--- config.mk ---
export PLATFORM = sky130hd
export DESIGN_NAME = matrix_c_reader
export DESIGN_NICKNAME = d
export VERILOG_FILES = /design/src/rtl/matrix_c_reader.sv
export SDC_FILE = /design/constraint.sdc
export NUM_CORES = 1
export LEC_CHECK = 0
export ABC_AREA = 1
export BUFFER_PORTS_ARGS = -buffer_cell sky130_fd_sc_hd__clkbuf_2
export CAP_MARGIN = 20
export CORE_AREA = 2 2 123 89
export DETAILED_ROUTE_END_ITERATION = 10
export DIE_AREA = 0 0 125 91
export PLACE_DENSITY = 0.57
export SLEW_MARGIN = 0
export SYNTH_ARGS = -nofsm -noshare
export SYNTH_HDL_FRONTEND = slang
export SYNTH_SLANG_ARGS = --single-unit
--- constraint.sdc ---
create_clock -name clk -period 3.9 [get_ports clk]
set_input_delay 0 -clock clk [delete_from_list [all_inputs] [get_ports clk]]
set_output_delay 0 -clock clk [all_outputs]
set_load 0.02 [all_outputs]
--- src/rtl/matrix_c_reader.sv ---
// Streams the 8x8 result matrix C out of the column-major result RAM in row-major order.
// Optional running checksum output is enabled with `define MATRIX_C_CHECKSUM_EN.
module matrix_c_reader #(
    parameter int DATA_W = 19,
    parameter int DIM    = 8,
    parameter int ADDR_W = 6
) (
    input  logic                       clk,
    input  logic                       reset_n,
    input  logic                       start,
    output logic [ADDR_W-1:0]          mem_addr,
    output logic                       mem_re,
    input  logic [DATA_W-1:0]          mem_data,
    output logic [DATA_W-1:0]          out_data,
    output logic [$clog2(DIM)-1:0]     out_row,
    output logic [$clog2(DIM)-1:0]     out_col,
    output logic                       out_last,
    output logic                       out_valid,
    input  logic                       out_ready,
    output logic                       busy,
    output logic                       done
`ifdef MATRIX_C_CHECKSUM_EN
    , output logic signed [24:0]       checksum
`endif
);

    localparam int LW = $clog2(DIM);
    localparam logic [ADDR_W:0] CNT_ONE = (ADDR_W+1)'(1);

    typedef enum logic [1:0] {
        S_IDLE   = 2'd0,
        S_PRIME  = 2'd1,
        S_STREAM = 2'd2,
        S_DONE   = 2'd3
    } state_t;

    state_t              r_state;
    logic                r_busy;
    logic                r_done;
    logic [ADDR_W:0]     r_issue_cnt;
    logic                r_inflight;
    logic [LW-1:0]       r_if_row;
    logic [LW-1:0]       r_if_col;
    logic                r_if_last;

    logic [DATA_W-1:0]   r_fd [2];
    logic [LW-1:0]       r_fr [2];
    logic [LW-1:0]       r_fc [2];
    logic                r_fl [2];
    logic                r_wr_ptr;
    logic                r_rd_ptr;
    logic [1:0]          r_count;

    logic                w_pop;
    logic                w_push;
    logic                w_push_ok;
    logic                w_active;
    logic [1:0]          w_occ_after_pop;
    logic [LW-1:0]       w_issue_row;
    logic [LW-1:0]       w_issue_col;
    logic                w_issue_last;

    assign w_pop           = out_valid && out_ready;
    assign w_push          = r_inflight;
    assign w_push_ok       = w_push && ((r_count != 2'd2) || w_pop);
    assign w_active        = (r_state == S_PRIME) || (r_state == S_STREAM);
    assign w_occ_after_pop = r_count - {1'b0, w_pop};

    // Row-major index i = {row, col}; the RAM holds column-major, so address = {col, row}.
    assign w_issue_row  = r_issue_cnt[ADDR_W-1:LW];
    assign w_issue_col  = r_issue_cnt[LW-1:0];
    assign w_issue_last = (r_issue_cnt[ADDR_W-1:0] == '1);
    assign mem_addr     = {w_issue_col, w_issue_row};

    // A read may only go out when the FIFO can still hold it after everything already committed.
    assign mem_re = w_active && !r_issue_cnt[ADDR_W]
                    && ((w_occ_after_pop + {1'b0, r_inflight}) <= 2'd1);

    assign out_valid = (r_count != 2'd0);
    assign out_data  = r_fd[r_rd_ptr];
    assign out_row   = r_fr[r_rd_ptr];
    assign out_col   = r_fc[r_rd_ptr];
    assign out_last  = r_fl[r_rd_ptr];
    assign busy      = r_busy;
    assign done      = r_done;

`ifdef MATRIX_C_CHECKSUM_EN
    logic signed [24:0] r_checksum;
    logic signed [24:0] w_data_ext;
    assign w_data_ext = {{(25-DATA_W){out_data[DATA_W-1]}}, out_data};
    assign checksum   = r_checksum;
`endif

    always_ff @(posedge clk) begin
        if (!reset_n) begin
            r_state     <= S_IDLE;
            r_busy      <= 1'b0;
            r_done      <= 1'b0;
            r_issue_cnt <= '0;
            r_inflight  <= 1'b0;
            r_if_row    <= '0;
            r_if_col    <= '0;
            r_if_last   <= 1'b0;
            r_wr_ptr    <= 1'b0;
            r_rd_ptr    <= 1'b0;
            r_count     <= 2'd0;
            for (int k = 0; k < 2; k++) begin
                r_fd[k] <= '0;
                r_fr[k] <= '0;
                r_fc[k] <= '0;
                r_fl[k] <= 1'b0;
            end
`ifdef MATRIX_C_CHECKSUM_EN
            r_checksum <= '0;
`endif
        end else begin
            if (w_pop) begin
                r_rd_ptr <= ~r_rd_ptr;
            end
            if (w_push_ok) begin
                r_fd[r_wr_ptr] <= mem_data;
                r_fr[r_wr_ptr] <= r_if_row;
                r_fc[r_wr_ptr] <= r_if_col;
                r_fl[r_wr_ptr] <= r_if_last;
                r_wr_ptr       <= ~r_wr_ptr;
            end
            r_count <= r_count + {1'b0, w_push_ok} - {1'b0, w_pop};

            // Tags ride alongside the read so they land in the FIFO with its data.
            r_inflight <= mem_re;
            if (mem_re) begin
                r_if_row    <= w_issue_row;
                r_if_col    <= w_issue_col;
                r_if_last   <= w_issue_last;
                r_issue_cnt <= r_issue_cnt + CNT_ONE;
            end
`ifdef MATRIX_C_CHECKSUM_EN
            if (w_pop) begin
                r_checksum <= r_checksum + w_data_ext;
            end
`endif

            case (r_state)
                S_IDLE: begin
                    r_done <= 1'b0;
                    if (start) begin
                        r_state     <= S_PRIME;
                        r_busy      <= 1'b1;
                        r_issue_cnt <= '0;
`ifdef MATRIX_C_CHECKSUM_EN
                        r_checksum  <= '0;
`endif
                    end
                end
                S_PRIME: begin
                    r_state <= S_STREAM;
                end
                S_STREAM: begin
                    if (w_pop && out_last) begin
                        r_state <= S_DONE;
                        r_busy  <= 1'b0;
                        r_done  <= 1'b1;
                    end
                end
                S_DONE: begin
                    r_state <= S_IDLE;
                    r_done  <= 1'b0;
                end
                default: begin
                    r_state <= S_IDLE;
                    r_busy  <= 1'b0;
                    r_done  <= 1'b0;
                end
            endcase
        end
    end

    a_fifo_no_overflow: assert property (@(posedge clk) disable iff (!reset_n)
        !(w_push && !w_pop && (r_count == 2'd2)));

endmodule

Yosys cells after proc, flatten, opt, wreduce, memory -nomap -nowiden --
Memory sizes are Yosys's and may differ from the RTL's. A register that Yosys moved wholly into a read port is not among the register bits. Cells that the tools add are included.
Storage, ports and cells: output and inout bits 36, memories 4, latch bits 0, bits in writable memories 52, bits of input ports 23, word-level logic and storage cells 85, bits in registers 23, ROM bits 0
Cells by class: reductions and logical operators 20, $add $sub $neg 5, equal/unequal tests 7, divide/modulo/power cells 0, multiplexer cells 35, bitwise logic cells 2, multipliers 0, order comparisons 1, shift-type cells 0
Memories:
- r_fd | words 2, width 19, read ports 1, clocked after memory_dff 1, wr ports 2, RTL line 46 | logic [DATA_W-1:0] r_fd [2];
- r_fc | words 2, width 3, read ports 1, clocked after memory_dff 1, wr ports 2, RTL line 48 | logic [LW-1:0] r_fc [2];
- r_fr | words 2, width 3, read ports 1, clocked after memory_dff 1, wr ports 2, RTL line 47 | logic [LW-1:0] r_fr [2];
- r_fl | words 2, width 1, read ports 1, clocked after memory_dff 1, wr ports 2, RTL line 49 | logic r_fl [2];
Operators by type and width (number):
- $mux 1 | 24
- $mux 7 | 3
- $mux 19 | 1
- $reduce_or 19->1 | 1
- $pmux 2 s4 | 1
- $add 7x1->7 const B | 1
- $eq 6x6->1 const B | 1
- $mux 3 | 2
- $reduce_bool 2->1 | 3
- $reduce_or 3->1 | 2
- $logic_and 1x1->1 | 5
- $add 2x1->2 | 2
- $eq 2x2->1 const B | 2
- $mux 2 | 2
- $ne 2x2->1 const B | 2
- $pmux 1 s2 | 2
- $reduce_and 2->1 | 2
- $sub 2x1->2 | 2
- $reduce_and 3->1 | 1
- $eq 2x1->1 const B | 1
- $le 2x1->1 const B | 1
- $logic_not 2->1 | 1
- $logic_or 1x1->1 | 2
- $ne 2x1->1 const B | 1
- other kinds (4) | 5

Depth between registers and ports, before layout --
depth after elaboration 9, depth in mapped cells 9, depth with buffers taken out 9

Least setup slack after synthesis --
No wires, ideal clock.
path type flip-flop to flip-flop, start point register r_count[0], end point memory r_fc[1][0] (netlist name), enable pin, path buffers 1, cell stages (with the launch flop) 6, clock period less this slack 1.836 ns, data required time 3.518 ns, library setup time 0.382 ns, slack 2.064 ns, arrival time 1.454 ns, path through dfxtp_1 > inv_2 > nand3_2 > nand4_2 > buf_2 > nand2_1
RTL lines:
- start, declared | RTL line 52 | logic [1:0] r_count;
- start signal, assigned | RTL line 127 | r_count <= r_count + {1'b0, w_push_ok} - {1'b0, w_pop};
- end, declared | RTL line 48

==> results_dict.tcl <==
set metrics [dict create \
    synth.avg_cell_area_um2 10.48 \
    grt_setup_unrepaired "false" \
    crit_start "r_count[0]" \
    sw_frac_of_total 0.3669 \
    crit_fanout 28 \
    dieArea_mm2 0.01138 \
    port_buffers 58 \
    power_frac_seq 0.370 \
    wl_per_cell_um 12.73 \
    die_width_um 125 \
    synthCells 334 \
    vias 2374 \
    synth_area_leader_cell "edfxtp_1" \
    initial_core_util 0.3445 \
    reg2reg_from "r_count[0]" \
    cts_tree "built" \
    total_leakage_power_nw 1.925 \
    power.internal_mw 1.910 \
    ys_warn_count 0 \
    p_per_area_mw_per_mm2 691.7 \
    r2r_setup_slack_ps 1450 \
    grt_pass1_vias 2347 \
    place.gp.congestion 0.7602 \
    grt_pass1_wl_um 11480 \
    cts_resized 0 \
    dr.pass1.iters 4 \
    cts_sinks 76 \
    fmax_ghz 0.4084 \
    start_kind "flop" \
    netlist-cell-type-count 30 \
    drv_slew 0 \
    syn2layout_area_growth_pct 24.55 \
    routed_wl_um 6899 \
    netSwitchingPower_mw 1.107 \
    dp.cells 509 \
    crit_path_end_kind "flop" \
    fin_crit_sh 0.6278 \
    synth.area.top_cells "edfxtp_1 43%, dfxtp_1 15%, mux2_2 8.0%" \
    worst_path_max_delay_cell "nand2_1" \
    synth_ff_type "edfxtp_1" \
    grt-ovfl-total 0 \
    path_cells "inv_2 -> nand3_2 -> nand4_2 -> nand2_1 -> buf_8" \
    cts_made_buffers 9 \
    ys_ff_latch 76 \
    rows 31 \
    hold_buffers 16 \
    max_cap_violations 0 \
    period_minus_slack_ps 2448 \
    final_layout_size_suffix_gt1_frac 0.3024 \
    p_clk_frac 0.281 \
    comb_power_share 0.348 \
    hpwl_um 4747 \
    max-slew-margin-rel 0.4977 \
    grt_max_degree 29 \
    final_cells 542 \
    hp-class "input port to flop" \
    hold_viol 0 \
    htree_num_levels 3 \
    synth_top_area_frac 0.4289 \
    coreArea_mm2 0.01016 \
    ant_nets 0 \
    viasPerCell 4.380 \
    synth_edf_count 50 \
    cp-endpoint "r_fd[1][3]" \
    finalSetupViolCount 0 \
    crit_type "flop to flop" \
    status "completed" \
    ys_seq_area_frac 0.5776 \
    nFillCells 1012 \
    cp.required_ps 3940 \
    diodes 0 \
    syn_nets 364 \
    die_h_um 91 \
    cts_setup_buffers 0 \
    ys_async_sr_fraction 0 \
    drt_iter0_drc 176 \
    tns_ps 0 \
    reg2reg_depth 5 \
    max_stage_delay_ps 770 \
    insertion_delay_ps 330 \
    worst_pin_slew_ps 751.7 \
    multi_input_area_mm2 0.001166 \
    drc 0 \
    regArea_mm2 0.002022 \
    ir_drop_mv 0.2492 \
    cp.arrival_ps 2490 \
    fin_skew_ps 5.966 \
    syn_area_mm2 0.003501 \
    num-nets-final 435 \
    antenna_found_initial 0 \
    cts-root-buf "clkbuf_16" \
    boundaryPins 59 \
    reg2reg_to "r_fd[1][3]" \
    cts_buffer_depth 2 \
    clk_pin_slew_worst_paths_ps 60 \
    grt_usage 0.1281 \
]
[cell families (layout without fill, tap and decap cells)]
group	after synthesis	in the layout	share of synthesized area
and+or+nand+nor	139	139	0.1848
DFF	76	76	0.5776
buffers and inverters	64	140	0.08935
muxes	25	25	0.08041
AOI/OAI and AO/OA	20	20	0.03538
adders and majority gates	7	7	0.02502
xor gates and xnor gates	3	3	0.007507
[metrics by stage]
step | hold slack (ps) | area (um^2) | setup slack, ps | power [mW] | utilization
3_5_place_dp | 321.6 | 3877 | 1164 | 2.184 | 0.3816
5_1_grt | 15.74 | 4360 | 1201 | 3.216 | 0.4291
2_1_floorplan | 219.7 | 3501 | 2064 | 1.931 | -
3_3_place_gp | 319.1 | 3822 | 1182 | 2.143 | 0.3761
4_1_cts | 3.703 | 4345 | 1169 | 3.056 | 0.4276
6_report | 11.87 | 4360 | 1452 | 3.016 | 0.4291
[critical path, delay by kind of cell, from the launching register on]
family	cells	cell delay [ps]
flip-flops	1	390
buffers and inverters	2	330
AND/OR/NAND/NOR	3	1430
[sequential cells by signal (all words and copies together) (netlist names), 2 cells and up, named ones only]
| name | count |
|---|---|
| r_if_row | 3 |
| r_if_col | 3 |
| r_fr | 6 |
| r_state | 2 |
| r_fc | 6 |
| r_count | 2 |
| r_issue_cnt | 7 |
| r_fd | 38 |
| r_fl | 2 |
[layout make-up]
| cell class | count | area share |
|---|---|---|
| clock buffers | 9 | 0.05165 |
| clock inverters | 7 | 0.01894 |
| repair buffers | 77 | 0.1194 |
| well taps | 132 | 0.03788 |
| multi-input cells | 194 | 0.2674 |
| flip-flops and latches | 76 | 0.4637 |
| inverters | 47 | 0.04103 |
[cells in the final DEF (no fill, tap or decap), types with 2 or more instances in the layout]
cell type and count:
a21oi_1 11, a21oi_2 3, buf_16 2, clkbuf_16 9
clkbuf_2 58, clkinvlp_4 2, dfxtp_1 26, dlygate4sd3_1 16
edfxtp_1 50, ha_1 7, inv_1 43, inv_2 3
inv_6 2, mux2_2 25, nand2_1 35, nand2_2 3
nand2_4 4, nand3_1 12, nand3_2 4, nand3b_1 4
nand4_1 2, nor2_1 70, nor3_1 2, o21ai_0 3
xor2_1 3
[cell usage after synthesis (6+ instances only)]
cell      instances
buf_2             7
mux2_2           25
a21oi_1          11
nand3_1          12
inv_1            43
buf_4             6
dfxtp_1          26
edfxtp_1         50
nand2_1          35
nor2_1           70
ha_1              7
[metal layers]
| layer | vias up | wire, um | GRT usage |
|---|---|---|---|
| met2 | 53 | 3042 | 0.1889 |
| met5 | - | 0 | 0 |
| met3 | 2 | 386 | 0.05127 |
| met4 | 0 | 38 | 0.03333 |
| li1 | 1220 | - | - |
| met1 | 1099 | 3430 | 0.1756 |
[power by group through the flow]
stage,Combinational (mW),Sequential (mW),Clock (mW)
2_1_floorplan,0.823,1.11,0
3_3_place_gp,0.996,1.15,0
3_5_place_dp,1.05,1.14,0
4_1_cts,1.07,1.12,0.869
5_1_grt,1.17,1.14,0.908
6_report,1.05,1.12,0.849
[worst min-delay path by stage]
stage                  endpoint  depth (start not counted)          from
floorplan           r_fd[0][10]                          2  mem_data[10]
global placement    r_fd[1][14]                          3  mem_data[14]
detailed placement  r_fd[0][17]                          3  mem_data[17]
CTS                 r_fd[1][18]                          3  mem_data[18]
global route         r_fd[1][1]                          3   mem_data[1]
finish              r_fd[1][18]                          3  mem_data[18]
No activity file was read; power rests on OpenSTA's default activity.
